[src/rtl/seq_divider4.sv]
// seq_divider4: iterative 4-bit unsigned restoring divider.
// One quotient bit per cycle, decided by the 4-bit parallel subtractor.
// A start/busy/done handshake returns quotient, remainder and a
// divide-by-zero flag.
//
// state | meaning
// ------+-------------------------------------------------------------
// IDLE  | waiting for start; operands are captured on the accepting edge
// RUN   | one restoring iteration per cycle, four in total
// DONE  | single-cycle done pulse; results already loaded

// 4-bit ripple subtractor: diff = a - b - borrowIn, borrowOut on underflow.
module parallel_sub (
   input  logic [3:0] a,
   input  logic [3:0] b,
   input  logic       borrowIn,
   output logic [3:0] diff,
   output logic       borrowOut
);

   logic [4:0] w_borrow;

   // Bit-serial borrow chain, one full-subtractor cell per bit
   always_comb begin
      w_borrow    = '0;
      w_borrow[0] = borrowIn;
      diff        = '0;
      for (int i = 0; i < 4; i++) begin
         diff[i]       = a[i] ^ b[i] ^ w_borrow[i];
         w_borrow[i+1] = (~a[i] & b[i]) | (~(a[i] ^ b[i]) & w_borrow[i]);
      end
      borrowOut = w_borrow[4];
   end

endmodule

module seq_divider4 (
   input  logic       clk,
   input  logic       rstN,
   input  logic       start,
   input  logic [3:0] dividend,
   input  logic [3:0] divisor,
   output logic       busy,
   output logic       done,
   output logic [3:0] quotient,
   output logic [3:0] remainder,
   output logic       divByZero
);

   localparam logic [1:0] IDLE = 2'd0;
   localparam logic [1:0] RUN  = 2'd1;
   localparam logic [1:0] DONE = 2'd2;

   logic [1:0] r_state;
   logic [3:0] r_rem;
   logic [3:0] r_q;
   logic [3:0] r_d;
   logic [1:0] r_cnt;
   logic       r_busy;
   logic       r_done;
   logic [3:0] r_quotient;
   logic [3:0] r_remainder;
   logic       r_div_by_zero;

   logic [4:0] w_shift;
   logic [3:0] w_diff;
   logic       w_borrow;
   logic       w_trial_ok;
   logic [3:0] w_rem_next;
   logic [3:0] w_q_next;

   // Shift in the next dividend bit; a set MSB means the trial always fits
   // and the subtractor's 4-bit diff is still the exact remainder.
   assign w_shift = {r_rem, r_q[3]};

   parallel_sub u_sub (
      .a         (w_shift[3:0]),
      .b         (r_d),
      .borrowIn  (1'b0),
      .diff      (w_diff),
      .borrowOut (w_borrow)
   );

   assign w_trial_ok = w_shift[4] | ~w_borrow;
   assign w_rem_next = w_trial_ok ? w_diff : w_shift[3:0];
   assign w_q_next   = {r_q[2:0], w_trial_ok};

   // Control FSM, working registers and result registers
   always_ff @(posedge clk or negedge rstN) begin
      if (!rstN) begin
         r_state       <= IDLE;
         r_rem         <= '0;
         r_q           <= '0;
         r_d           <= '0;
         r_cnt         <= '0;
         r_busy        <= 1'b0;
         r_done        <= 1'b0;
         r_quotient    <= '0;
         r_remainder   <= '0;
         r_div_by_zero <= 1'b0;
      end else begin
         case (r_state)
            IDLE: begin
               if (start) begin
                  r_q   <= dividend;
                  r_d   <= divisor;
                  r_rem <= '0;
                  r_cnt <= 2'd3;
                  if (divisor != 4'd0) begin
                     r_state <= RUN;
                     r_busy  <= 1'b1;
                  end else begin
                     // Zero divisor skips the iterations entirely
                     r_state       <= DONE;
                     r_done        <= 1'b1;
                     r_quotient    <= 4'hF;
                     r_remainder   <= dividend;
                     r_div_by_zero <= 1'b1;
                  end
               end
            end
            RUN: begin
               r_rem <= w_rem_next;
               r_q   <= w_q_next;
               r_cnt <= r_cnt - 2'd1;
               if (r_cnt == 2'd0) begin
                  r_state       <= DONE;
                  r_busy        <= 1'b0;
                  r_done        <= 1'b1;
                  r_quotient    <= w_q_next;
                  r_remainder   <= w_rem_next;
                  r_div_by_zero <= 1'b0;
               end
            end
            DONE: begin
               r_state <= IDLE;
               r_done  <= 1'b0;
            end
            default: begin
               r_state <= IDLE;
               r_busy  <= 1'b0;
               r_done  <= 1'b0;
            end
         endcase
      end
   end

   assign busy      = r_busy;
   assign done      = r_done;
   assign quotient  = r_quotient;
   assign remainder = r_remainder;
   assign divByZero = r_div_by_zero;

endmodule
[config.mk]
export PLATFORM = sky130hd
export DESIGN_NAME = seq_divider4
export DESIGN_NICKNAME = d
export VERILOG_FILES = /design/src/rtl/seq_divider4.sv
export SDC_FILE = /design/constraint.sdc
export NUM_CORES = 1
export LEC_CHECK = 0
export ABC_AREA = 1
export ABC_CLOCK_PERIOD_IN_PS = 2310
export CORE_ASPECT_RATIO = 1.5
export CORE_MARGIN = 4
export CORE_UTILIZATION = 40
export DETAILED_ROUTE_END_ITERATION = 8
export PLACE_DENSITY_LB_ADDON = 0.12
export SYNTH_ARGS = -nofsm -noshare
export SYNTH_HDL_FRONTEND = slang
export SYNTH_SLANG_ARGS = --single-unit
[constraint.sdc]
create_clock -name clk -period 2.31 [get_ports clk]
set_input_delay 0.462 -clock clk [delete_from_list [all_inputs] [get_ports clk]]
set_output_delay 0.462 -clock clk [all_outputs]
set_load 0.02 [all_outputs]
; ---- Word level (Yosys, flattened, before mapping)
; Cells that the tools add are included.
[classes]
reduce_logical = 10
bitwise = 27
mux = 28
n_eq_ne = 6
n_addsub = 1
[ops]
columns = operator, n
row1 = 2-to-1 mux 4 bit, 9
row2 = one-hot mux 4 bit (2 select lines), 4
row3 = inverter 1 bit, 9
row4 = 2-to-1 mux 2 bit, 4
row5 = "!= test 2 bit, second input constant", 4
row6 = one-hot mux 2 bit (2 select lines), 2
row7 = AND reduction 4 bit, 2
row8 = AND 1 bit, 7
row9 = bitwise XOR 1 bit, 7
row10 = 2-to-1 mux 1 bit, 6
row11 = AND reduction 2 bit, 3
row12 = logical NOT 2 bit, 2
row13 = bitwise OR 1 bit, 4
row14 = one-hot mux 1 bit (2 select lines), 2
row15 = nonzero test 4 bit, 1
row16 = one-hot mux 1 bit (3 select lines), 1
row17 = AND reduction 3 bit, 1
row18 = "== test 2 x 1 -> 1 bit, second input constant", 1
row19 = "== test 2 bit, second input constant", 1
row20 = nonzero test 2 bit, 1
row21 = "subtractor 2 x 1 -> 2 bit, second input constant", 1
[word_totals]
in_bits = 11
wordCells = 82
regBits = 27
output_inout_bits = 11

; ---- Longest topological paths before layout
[depth]
ltp_word = 13
depth_mapped = 11
mapped_depth_nobuf = 11

; ---- Modules after synthesis
; A second synthesis with hierarchy kept.
[unflattened]
hier_cells = 171
area_unflattened_um2 = 1393.8
[by_module_without_submodules]
columns = mod, n_inst, cells_each, seq_area_each_um2, area_each_um2
row1 = seq_divider4, 1, 157, 675.6, 1276.2
row2 = parallel_sub, 1, 14, 0.0, 117.6

; ---- Least setup slack after synthesis
; Ideal clock, no wire load.
[synth_timing]
path_type = register to register
startpoint = register r_q[3]
endpoint = register r_remainder[0], in the netlist remainder[0]
setup_ns = 0.116
setup_slack_ns = 0.081
stages_incl_launch_ff = 12
t_arrival_ns = 2.113
period_less_slack_ns = 2.229
n_path_buf = 0
cell_sequence = dfrtp_1 -> inv_1 -> ha_1 -> fa_1 -> fa_1 -> fa_1 -> inv_1 -> nor2_1 -> nand3_1 -> nand3_1 -> nand2_1 -> nand2_1
[synth_via]
elab_chain_cells = 13
word_cells_on_any_way = 14
[synth_rtl]
columns = item, line_no
row1 = start: declaration, 56  ; logic [3:0] r_q;
row2 = start signal: assignment, 105  ; r_q <= dividend;
row3 = start signal: assignment, 124  ; r_q <= w_q_next;
row4 = inverter 1 bit, 30  ; w_borrow[i+1] = (~a[i] & b[i]) | (~(a[i] ^ b[i]) & w_borrow[i]);
row5 = AND 1 bit (2 in series), 30
row6 = bitwise OR 1 bit, 30
row7 = AND 1 bit, 30
row8 = bitwise OR 1 bit, 30
row9 = AND 1 bit, 30
row10 = bitwise OR 1 bit, 30
row11 = inverter 1 bit, 84  ; assign w_trial_ok = w_shift[4] | ~w_borrow;
row12 = bitwise OR 1 bit, 84
row13 = 2-to-1 mux 4 bit (*), 85  ; assign w_rem_next = w_trial_ok ? w_diff : w_shift[3:0];
row14 = 2-to-1 mux 4 bit (*), 126  ; if (r_cnt == 2'd0) begin
row15 = one-hot mux 4 bit (2 select lines) (*), 102  ; case (r_state)
row16 = end signal: assignment, 117  ; r_remainder <= dividend;
row17 = end signal: assignment, 131  ; r_remainder <= w_rem_next;
row18 = end: declaration, 62  ; logic [3:0] r_remainder;
; Every way passes the cells marked *; elsewhere a longest branch is shown, timed or not. The select of a mux whose other input is x is not followed.
; A chain may end at the register's enable or synchronous reset.

; ---- Worst setup path in the final report
[layout_timing]
startpoint = register r_q[3]
endpoint = register r_remainder[3], in the netlist remainder[3]
[layout_via]
elab_chain_cells = 13
word_cells_on_any_way = 14
[layout_rtl]
columns = item, line_no
row1 = inverter 1 bit (*), 30
row2 = AND 1 bit (*) (2 in series), 30
row3 = bitwise OR 1 bit (*), 30
row4 = AND 1 bit (*), 30
row5 = bitwise OR 1 bit (*), 30
row6 = AND 1 bit, 30
row7 = bitwise OR 1 bit, 30
row8 = inverter 1 bit, 84
row9 = bitwise OR 1 bit, 84
row10 = 2-to-1 mux 4 bit (*), 85
row11 = 2-to-1 mux 4 bit (*), 126
row12 = one-hot mux 4 bit (2 select lines) (*), 102
; Marks and branches as above.

==> results.yml <==
pwr:
  power_mw: 2.65
  clock_power_share_pct: 10.2
  p_comb_share_pct: 58.1
  p_leak_nw: 0.860
  p_int_mw: 1.44
  power_density_nw_per_um2: 1560
  pwr-share-seq_pct: 31.7
  power.switching_mw: 1.21
  p_sw_share_pct: 45.7
  ir_drop_uv: 667
setup_path:
  critPathRequiredTime_ps: 2480
  path_max_fanout: 2
  reg2reg_to: "remainder[3]"
  worstSetupStartpointType: "register"
  regToRegSetupSlack_ps: 60
  r2r-start: "r_q[3]"
  crit_type: "register to register"
  endpoint_kind: "register"
  r2r_cells: 10
  crit_arrival_ps: 2420
yosys:
  synth_largest_area_cell: "dfrtp_1"
  synth_common_cells: "54 x nand2_1, 27 x dfrtp_1, 18 x inv_1, 18 x nand3_1, 7 x o21ai_1"
  postSynthCellCount: 159
  synth_area_per_cell_um2: 8.66
  synth_edf_count: 0
  ys.flop_type: "dfrtp_1"
  synth_cell_types: 22
  synth.area.top_cells: "dfrtp_1 49%, nand2_1 15%, nand3_1 6.5%, inv_1 4.9%, fa_1 4.4%"
  yosysMostFrequentCell: "nand2_1"
  ys_seq_area_share_pct: 49.0
  netlist_area_um2: 1380
  ys_warn_count: 0
  ys_ff_latch: 27
  synth_nets: 175
  yosysTopAreaCellShare_pct: 49.0
  ys_async_sr_fraction_pct: 100
floorplan:
  core_um2: 3220
  start_util_pct: 42.8
  dieArea_um2: 4470
  ios: 22
  die_y_um: 79.9
  fp.dieW_um: 55.9
  fp-row-count: 25
timing:
  relSlewSlack_pct: 77.2
  maxSlewViolCount: 0
  period_needed_ps: 2250
  hold_violations: 0
  clock-skew-final_ps: 3.20
  setup_tns_ps: 0
  hold_slack_ps: 479
  worst_pin_slew_ps: 342
  fmax_mhz: 445
  min_period_over_period_pct: 97.3
  postLayoutSetupSlackWorst_ps: 63.2
  finalSetupViolCount: 0
finish:
  fin_util_pct: 52.9
  fillers: 313
  area_growth_pct: 23.6
  diodes: 0
  nets: 202
  final_layout_size_suffix_gt1_share_pct: 16.8
placed_design:
  place.port_buffers: 21
  place.gp.congestion: 0.855
  place_ws_ps: -49.0
  hpwl_mm: 2.19
min_path:
  hold_class: "register to register"
  hold-path-endpoint: "divByZero"
  hold_depth: 2
  hold_start: "divByZero"
global_route:
  grt_pass1_wl_mm: 4.84
  grt_max_degree: 28
  grt_use_total_pct: 13.6
  antenna_found_initial: 0
  gr-total-overflow: 0
  first_global_vias: 1057
run_status:
  status: "completed"
routing:
  drc: 0
  drtIter0Drc: 29
  routed_wl_mm: 2.83
  vias: 1095
  wire_per_inst_um: 12.6
  avgViaCountPerCell: 4.87
  drt_pass1_iterations: 4
  ant_nets: 0
cts:
  cts_tree: "yes"
  clock-sinks: 27
  cts_buffer_depth: 2
  htreeDepth: 1
  clkLatencyLatePin_ps: 270
  cts-root-buf: "clkbuf_8"
  cts_buffers: 3
  clk_pin_slew_worst_paths_ps: 90
flow_run:
  maxCapViolCount: 0
cell type report:
class | count | area (um^2) | share of cell area, %
Inverter | 21 | 78.8 | 4.63
Tap cell | 40 | 50.0 | 2.94
Timing Repair Buffer | 25 | 240 | 14.1
Sequential cell | 27 | 676 | 39.7
Multi-Input combinational cell | 108 | 613 | 36.0
Clock buffer | 4 | 45.0 | 2.65
power groups by stage:
stage               Combinational [mW]  Sequential, mW  Clock, mW
detailed placement                1.49           0.848          0
global placement                  1.45           0.843          0
global route                      1.77           0.868      0.291
CTS                               1.51           0.838      0.277
floorplan                        0.965           0.942          0
finish                            1.54           0.841      0.269
worst max-delay path by stage:
stage	cells after the start	end	from
after floorplan	11	remainder[0]	r_q[3]
after global placement	11	remainder[1]	r_q[3]
after detailed placement	11	remainder[3]	r_q[3]
after CTS	10	remainder[3]	r_q[3]
after global routing	10	remainder[3]	r_q[3]
final	10	remainder[3]	r_q[3]
cell families after synthesis:
family / synth area share [%]
adders and majority gates: 6.18
AOI/OAI and AO/OA: 9.63
and+or+nand+nor: 27.2
DFF: 49.0
buffers and inverters: 7.90
sequential cells by signal, indices dropped and copies added (netlist names):
register   cells
quotient       4
r_rem          4
r_state        2
r_q            4
r_d            4
busy           1
r_cnt          2
done           1
remainder      4
divByZero      1
per-layer routing:
layer | global-route usage (%) | wire length, um | up-vias
met5 | 0 | 0 | -
met4 | 3.56 | 25 | 0
met3 | 1.78 | 135 | 7
met2 | 24.5 | 1440 | 29
met1 | 16.9 | 1230 | 504
li1 | - | - | 555
cells in the final DEF, fill, tap and decap left out, types with 2 or more instances in the layout:
cell             synthesis  final
nand2_1                 54     53
dfrtp_1                 27     27
clkdlybuf4s50_1          0     21
inv_1                   18     18
nand3_1                 18     17
o21ai_1                  7      7
o21ai_0                  5      5
nand2_2                  3      4
o211ai_2                 4      4
buf_4                    1      4
nor2_2                   2      3
inv_2                    3      3
fa_2                     0      3
clkbuf_8                 0      3
nor2_1                   3      2
critical path, stage by stage (launching register included):
cell and delay [ps]:
dfrtp_1 360, inv_1 60, ha_2 180, fa_2 330
fa_2 350, fa_2 530, inv_1 60, nand3_2 90
nand3_1 80, nand2_1 70, nand2_1 40
per-stage QoR:
step           cell area (um^2)  instances
6_report                   1700        225
3_3_place_gp               1630        220
2_1_floorplan              1380        159
4_1_cts                    1680        224
3_5_place_dp               1630        220
5_1_grt                    1700        225
what timing repair did:
action,in CTS,in global routing
setup buffers,0,1
resized for setup,3,4
pin swaps,3,2
hold buffers,0,0
setup endpoints to repair,6,6
(Power assumes the default switching activity.)
==> variant 1: new RTL, config.mk and constraints unchanged <==
Register the output `quotient` once more, with the module's reset; this adds one clock of latency there. The other outputs are not delayed to match. Comments in the files are not updated.
--- a/src/rtl/seq_divider4.sv
+++ b/src/rtl/seq_divider4.sv
@@ -147,7 +147,13 @@
 
    assign busy      = r_busy;
    assign done      = r_done;
-   assign quotient  = r_quotient;
+   always_ff @(posedge clk or negedge rstN) begin
+      if (!rstN) begin
+         quotient <= '0;
+      end else begin
+         quotient <= r_quotient;
+      end
+   end
    assign remainder = r_remainder;
    assign divByZero = r_div_by_zero;
 
Function: changed (a bounded check fails within 4 cycles, from zero or initial values and one cycle with rstN low).
==> variant 1 against the original RTL <==
- via count grew 4.4%
- clock skew is essentially flat
- combinational power shrank 5%
- design area grew 6.7%
- total power grew 8.0%
- sequential cell count grew 4
- largest power group unchanged
- worst setup slack gained 15 ps
- critical path depth is the same
- critical path type unchanged
- die area grew 5.5%
- non-clock buffer count shrank 2
- area after synthesis grew 6.3%
- routed wire length grew 6.3%
==> variant 1: results (changes against the original RTL) <==
[power_and_ir_drop]
peakVddDrop_v=0.000768  ; was 0.000667 V
power.switching_mw=1.23  ; was 1.21 mW
p_leak_nw=0.932  ; was 0.860 nW

[finish]
final_layout_size_suffix_gt1_share_pct=14.8  ; was 16.8%
nets=205  ; was 202

[place]
placed_area_um2=1700  ; was 1630 um^2
place.gp.congestion=0.958  ; was 0.855
dp_hpwl_mm=2.21  ; was 2.19 mm
pre_cts_ws_ps=-64.8  ; was -49.0 ps

[run_status]
status=complete, no violations  ; unchanged

[sta]
worst_pin_slew_ps=505  ; was 342 ps
whs_ps=382  ; was 479 ps
worst_clock_skew_ps=2.96  ; was 3.20 ps

[drt]
drt-initial-drc-count=33  ; was 29
dr.pass1.iters=4  ; unchanged
wl_per_cell_um=13.0  ; was 12.6 um

[yosys]
seq_area_frac_synth_pct=53.0  ; was 49.0%
synth_nets=179  ; was 175
synth_common_cells=nand2_1 (59), dfrtp_1 (31), inv_1 (18)  ; was nand2_1 (54), dfrtp_1 (27), inv_1 (18), nand3_1 (18), o21ai_1 (7)
yosys_warnings=0  ; unchanged
synth_cell_types=20  ; was 22
synthTopCellsByArea=dfrtp_1 (53%), nand2_1 (15%), nand3_1 (5.1%)  ; was dfrtp_1 (49%), nand2_1 (15%), nand3_1 (6.5%)

[clock_network]
cts_root_buffer=clkbuf_8  ; unchanged
htree_levels=2  ; was 1
clkTransAtPathRegs_ps=60  ; was 90 ps
cts_max_path_buffers=2  ; unchanged
cts_made_buffers=5  ; was 3

[worst_hold_path]
hold_path.class=reg -> reg  ; unchanged
holdCritStartpoint=r_quotient[3]  ; was divByZero
hold_depth=0  ; was 2

[global_route]
grt_pass1_wl_mm=5.20  ; was 4.84 mm
first_global_vias=1174  ; was 1057
track_usage_pct=14.4  ; was 13.6%
grt_max_degree=32  ; was 28

[critical_path]
crit_arrival_ps=2400  ; was 2420 ps
cp_max_fo=2  ; unchanged
rrSetupSlack_ps=80  ; was 60 ps

[run]
max-cap-violations=0  ; unchanged

-- variant 1: changes by cell type in the layout (fill, tap and decap cells not counted), moves of 4 or more --
cell,before,now
o211ai_2,4,0
o21ai_0,5,1
o21ai_2,1,5
o21ai_1,7,3
nor2_1,2,6
nand2_1,53,58
dfrtp_1,27,31
o211ai_1,0,5
-- variant 1: kinds of logic (layout without fill, tap and decap cells) --
logic type               Yosys count  in the layout  synth area share, %
AO/OA/AOI/OAI                     15             15                 7.44
adder cells (fa/ha/maj)            5              5                 5.81
buffers and inverters             24             50                 7.69
flip-flops                        31             31                 53.0
multiplexers                       1              1                0.684
AND/OR/NAND/NOR                   87             87                 25.4
-- variant 1: stage by stage --
step	util (%)	instances
after floorplan	-	163
after global placement	48.7	223
after detailed placement	48.7	223
after CTS	51.5	230
after global routing	52.2	231
final	52.2	231
-- variant 1: metal layers --
metal / wire length [um] / GRT usage (%) / part of all wire, % / vias to the layer above
li1: - / - / - / 561
met1: 1210 / 16.2 / 40 / 553
met2: 1620 / 25.9 / 54 / 22
met3: 133 / 4.04 / 4.4 / 7
met4: 56 / 4.87 / 1.9 / 0
met5: 0 / 0 / 0 / -
-- variant 1: worst max-delay path by stage --
stage,slack [ps],start,endpoint,cells past startpoint
after floorplan,130,r_q[3],remainder[3],10
after global placement,5,r_q[3],remainder[1],10
after detailed placement,-60,r_q[3],remainder[2],10
after CTS,30,r_q[3],remainder[3],10
after global routing,-20,r_q[3],remainder[3],11
final,80,r_q[3],remainder[3],10
-- variant 1: cell type report --
type	count	area (um^2)
clock inverters	1	5.00
clock buffers	6	82.6
repair buffers	23	225
well taps	42	52.6
inverters	20	75.1
multi-input cells	108	601
fillers	317	1660
flip-flops and latches	31	776
-- variant 1: power groups by stage --
| stage | Clock (mW) | Sequential, mW | Combinational (mW) |
|---|---|---|---|
| finish | 0.422 | 0.974 | 1.47 |
| floorplan | 0 | 1.06 | 0.912 |
| CTS | 0.434 | 0.975 | 1.43 |
| global route | 0.455 | 1.01 | 1.65 |
| global placement | 0 | 0.971 | 1.36 |
| detailed placement | 0 | 0.981 | 1.39 |
-- variant 1: repair_timing --
action	in CTS	in global routing
pin swaps	0	0
buffers inserted	0	1
hold buffers	0	0
setup endpoints to repair	8	5
cloned	0	0
resized for setup	4	5
==> variant 2: new RTL, same flow settings <==
Made on the original files. Make the reset (`rstN`) synchronous in one clocked block.
--- a/src/rtl/seq_divider4.sv
+++ b/src/rtl/seq_divider4.sv
@@ -86,7 +86,7 @@
    assign w_q_next   = {r_q[2:0], w_trial_ok};
 
    // Control FSM, working registers and result registers
-   always_ff @(posedge clk or negedge rstN) begin
+   always_ff @(posedge clk) begin
       if (!rstN) begin
          r_state       <= IDLE;
          r_rem         <= '0;
Formal check against the unedited RTL: differs if rstN is asserted again (counterexample within 4 cycles, from zero or initial values and one cycle with rstN low); with rstN held inactive, the same outputs for 10 cycles.
==> variant 2 against the original RTL <==
- utilization shrank 0.81 points
- design area decreased by 4.4%
- routed wire length fell by 2.0%
- non-clock buffer count is 1 lower
- worst setup slack gained 12 ps
- sequential cell count is the same
- area after synthesis shrank 6.5%
- highest routed layer unchanged
Power is not compared: it rests on default switching activity, and its combinational part moved more than twofold at a synthesized area within 25%.
==> variant 2: results (changes against the original RTL) <==
[critical_path]
crit_arrival_ps=2420  ; about the same
cp_max_fo=5  ; was 2
worst_path_max_delay_cell=dfxtp_1  ; was fa_2
startpoint=r_rem[0]  ; was r_q[3]
path_delay_family=adder cells  ; unchanged
max_stage_delay_ps=420  ; was 530 ps

[yosys]
synthAdderAreaFrac_pct=6.61  ; was 6.18%
synth_ff_type=dfxtp_1  ; was dfrtp_1
seq_area_frac_synth_pct=42.0  ; was 49.0%
muxShareOfSynthArea_pct=0  ; unchanged
ys_async_sr_fraction_pct=0  ; was 100%
synth_xor_area_share_pct=0  ; unchanged
synth_cell_types=20  ; was 22
synth_common_cells=nand2_1 (44), inv_1 (28), dfxtp_1 (27)  ; was nand2_1 (54), dfrtp_1 (27), inv_1 (18), nand3_1 (18), o21ai_1 (7)
synth_nets=192  ; was 175
yosys_warnings=0  ; unchanged
synth-compound-area-share_pct=13.0  ; was 9.63%
synthTopCellsByArea=dfxtp_1 (42%), nand2_1 (13%), inv_1 (8.2%)  ; was dfrtp_1 (49%), nand2_1 (15%), nand3_1 (6.5%)

[run_status]
status=complete, no violations  ; unchanged

[clock_network]
cts_made_buffers=3  ; unchanged
clkTransAtPathRegs_ps=90  ; about the same
cts_root_buffer=clkbuf_8  ; unchanged
htree_levels=1  ; unchanged
insertion_delay_ps=270  ; about the same
cts_max_path_buffers=2  ; unchanged

[finish]
diodes=0  ; unchanged
nets=218  ; was 202
final_layout_size_suffix_gt1_share_pct=15.4  ; was 16.8%

[global_route]
track_usage_pct=14.5  ; was 13.6%
antenna_found_initial=0  ; unchanged
grt_pass1_wl_mm=4.65  ; was 4.84 mm
grt_max_degree=18  ; was 28

[drt]
vias=1120  ; was 1095
dr.pass1.iters=4  ; unchanged
drt-initial-drc-count=28  ; was 29
drt_wl_total_mm=2.78  ; was 2.83 mm

[place]
dp_hpwl_mm=2.11  ; was 2.19 mm
place.port_buffers=21  ; unchanged
placed_area_um2=1540  ; was 1630 um^2
pre_cts_ws_ps=-80.6  ; was -49.0 ps
place.gp.congestion=0.789  ; was 0.855

[worst_hold_path]
holdCritStartpoint=quotient[2]  ; was divByZero
hold_path.class=reg -> reg  ; unchanged

[power_and_ir_drop]
p_leak_nw=0.700
peakVddDrop_v=0.000490

[run]
max-cap-violations=0  ; unchanged

[sta]
worst_pin_slew_ps=323  ; was 342 ps
worst_clock_skew_ps=1.86  ; was 3.20 ps

-- variant 2: changes by cell type after synthesis, moves of 10 or more --
cell / delta
dfxtp_1: +27
nor2_1: +18
nand3_1: -11
dfrtp_1: -27
inv_1: +10
nand2_1: -10
-- variant 2: per-stage QoR --
stage,cells,hold WS [ps]
floorplan,176,454
global placement,236,435
detailed placement,236,436
CTS,240,451
global route,241,465
finish,241,449
-- variant 2: metal layers --
| metal | up-vias | part of all wire (%) | GRT usage (%) |
|---|---|---|---|
| met3 | 7 | 4.5 | 1.73 |
| met4 | 0 | 2.8 | 6.73 |
| met2 | 29 | 48 | 23.4 |
| met5 | - | 0 | 0 |
| met1 | 487 | 45 | 18.6 |
| li1 | 597 | - | - |
-- variant 2: cell families (layout without fill, tap and decap cells) --
| kind of cell | count (synthesis) | in the layout |
|---|---|---|
| DFF | 27 | 27 |
| adders and majority gates | 5 | 5 |
| and+or+nand+nor | 81 | 81 |
| AOI/OAI and AO/OA | 30 | 30 |
| buffers and inverters | 33 | 58 |
-- variant 2: path summary, 6_finish.rpt --
check / to / slack [ps] / cells after the start
max: remainder[0] / 70 / 11
min: quotient[2] / 450 / 2
max reg2reg: remainder[0] / 70 / 11
min reg2reg: quotient[2] / 450 / 2
-- variant 2: area by class of cell --
class                      count  area (um^2)
clock buffer                   3         41.3
clock inverter                 1         7.51
fill                         334         1500
inverter                      30          113
multi-input combinational    116          642
sequential                    27          542
tap                           40         50.0
timing repair buffer          24          233
-- variant 2: timing repair --
| item | CTS | global route |
|---|---|---|
| setup endpoints to repair | 9 | 9 |
| buffers inserted | 0 | 1 |
| pin swaps | 1 | 6 |
| gates resized for setup | 4 | 9 |
-- variant 2: worst reg2reg max path: stages, from the launching register on --
cell     delay (ps)
dfxtp_1         420
inv_1            90
fa_2            390
fa_2            340
fa_2            340
nand2_2          80
buf_4           120
nor2_4           50
nand2_2          70
nand3_1          80
nor2_1          110
nor2_1           50
-- variant 2: power breakdown --
group          switching [mW]  total, mW  internal (mW)
logic                   0.410      0.691          0.281
clock network           0.154      0.276          0.123
registers              0.0687      0.639          0.570
total                   0.632       1.61          0.974
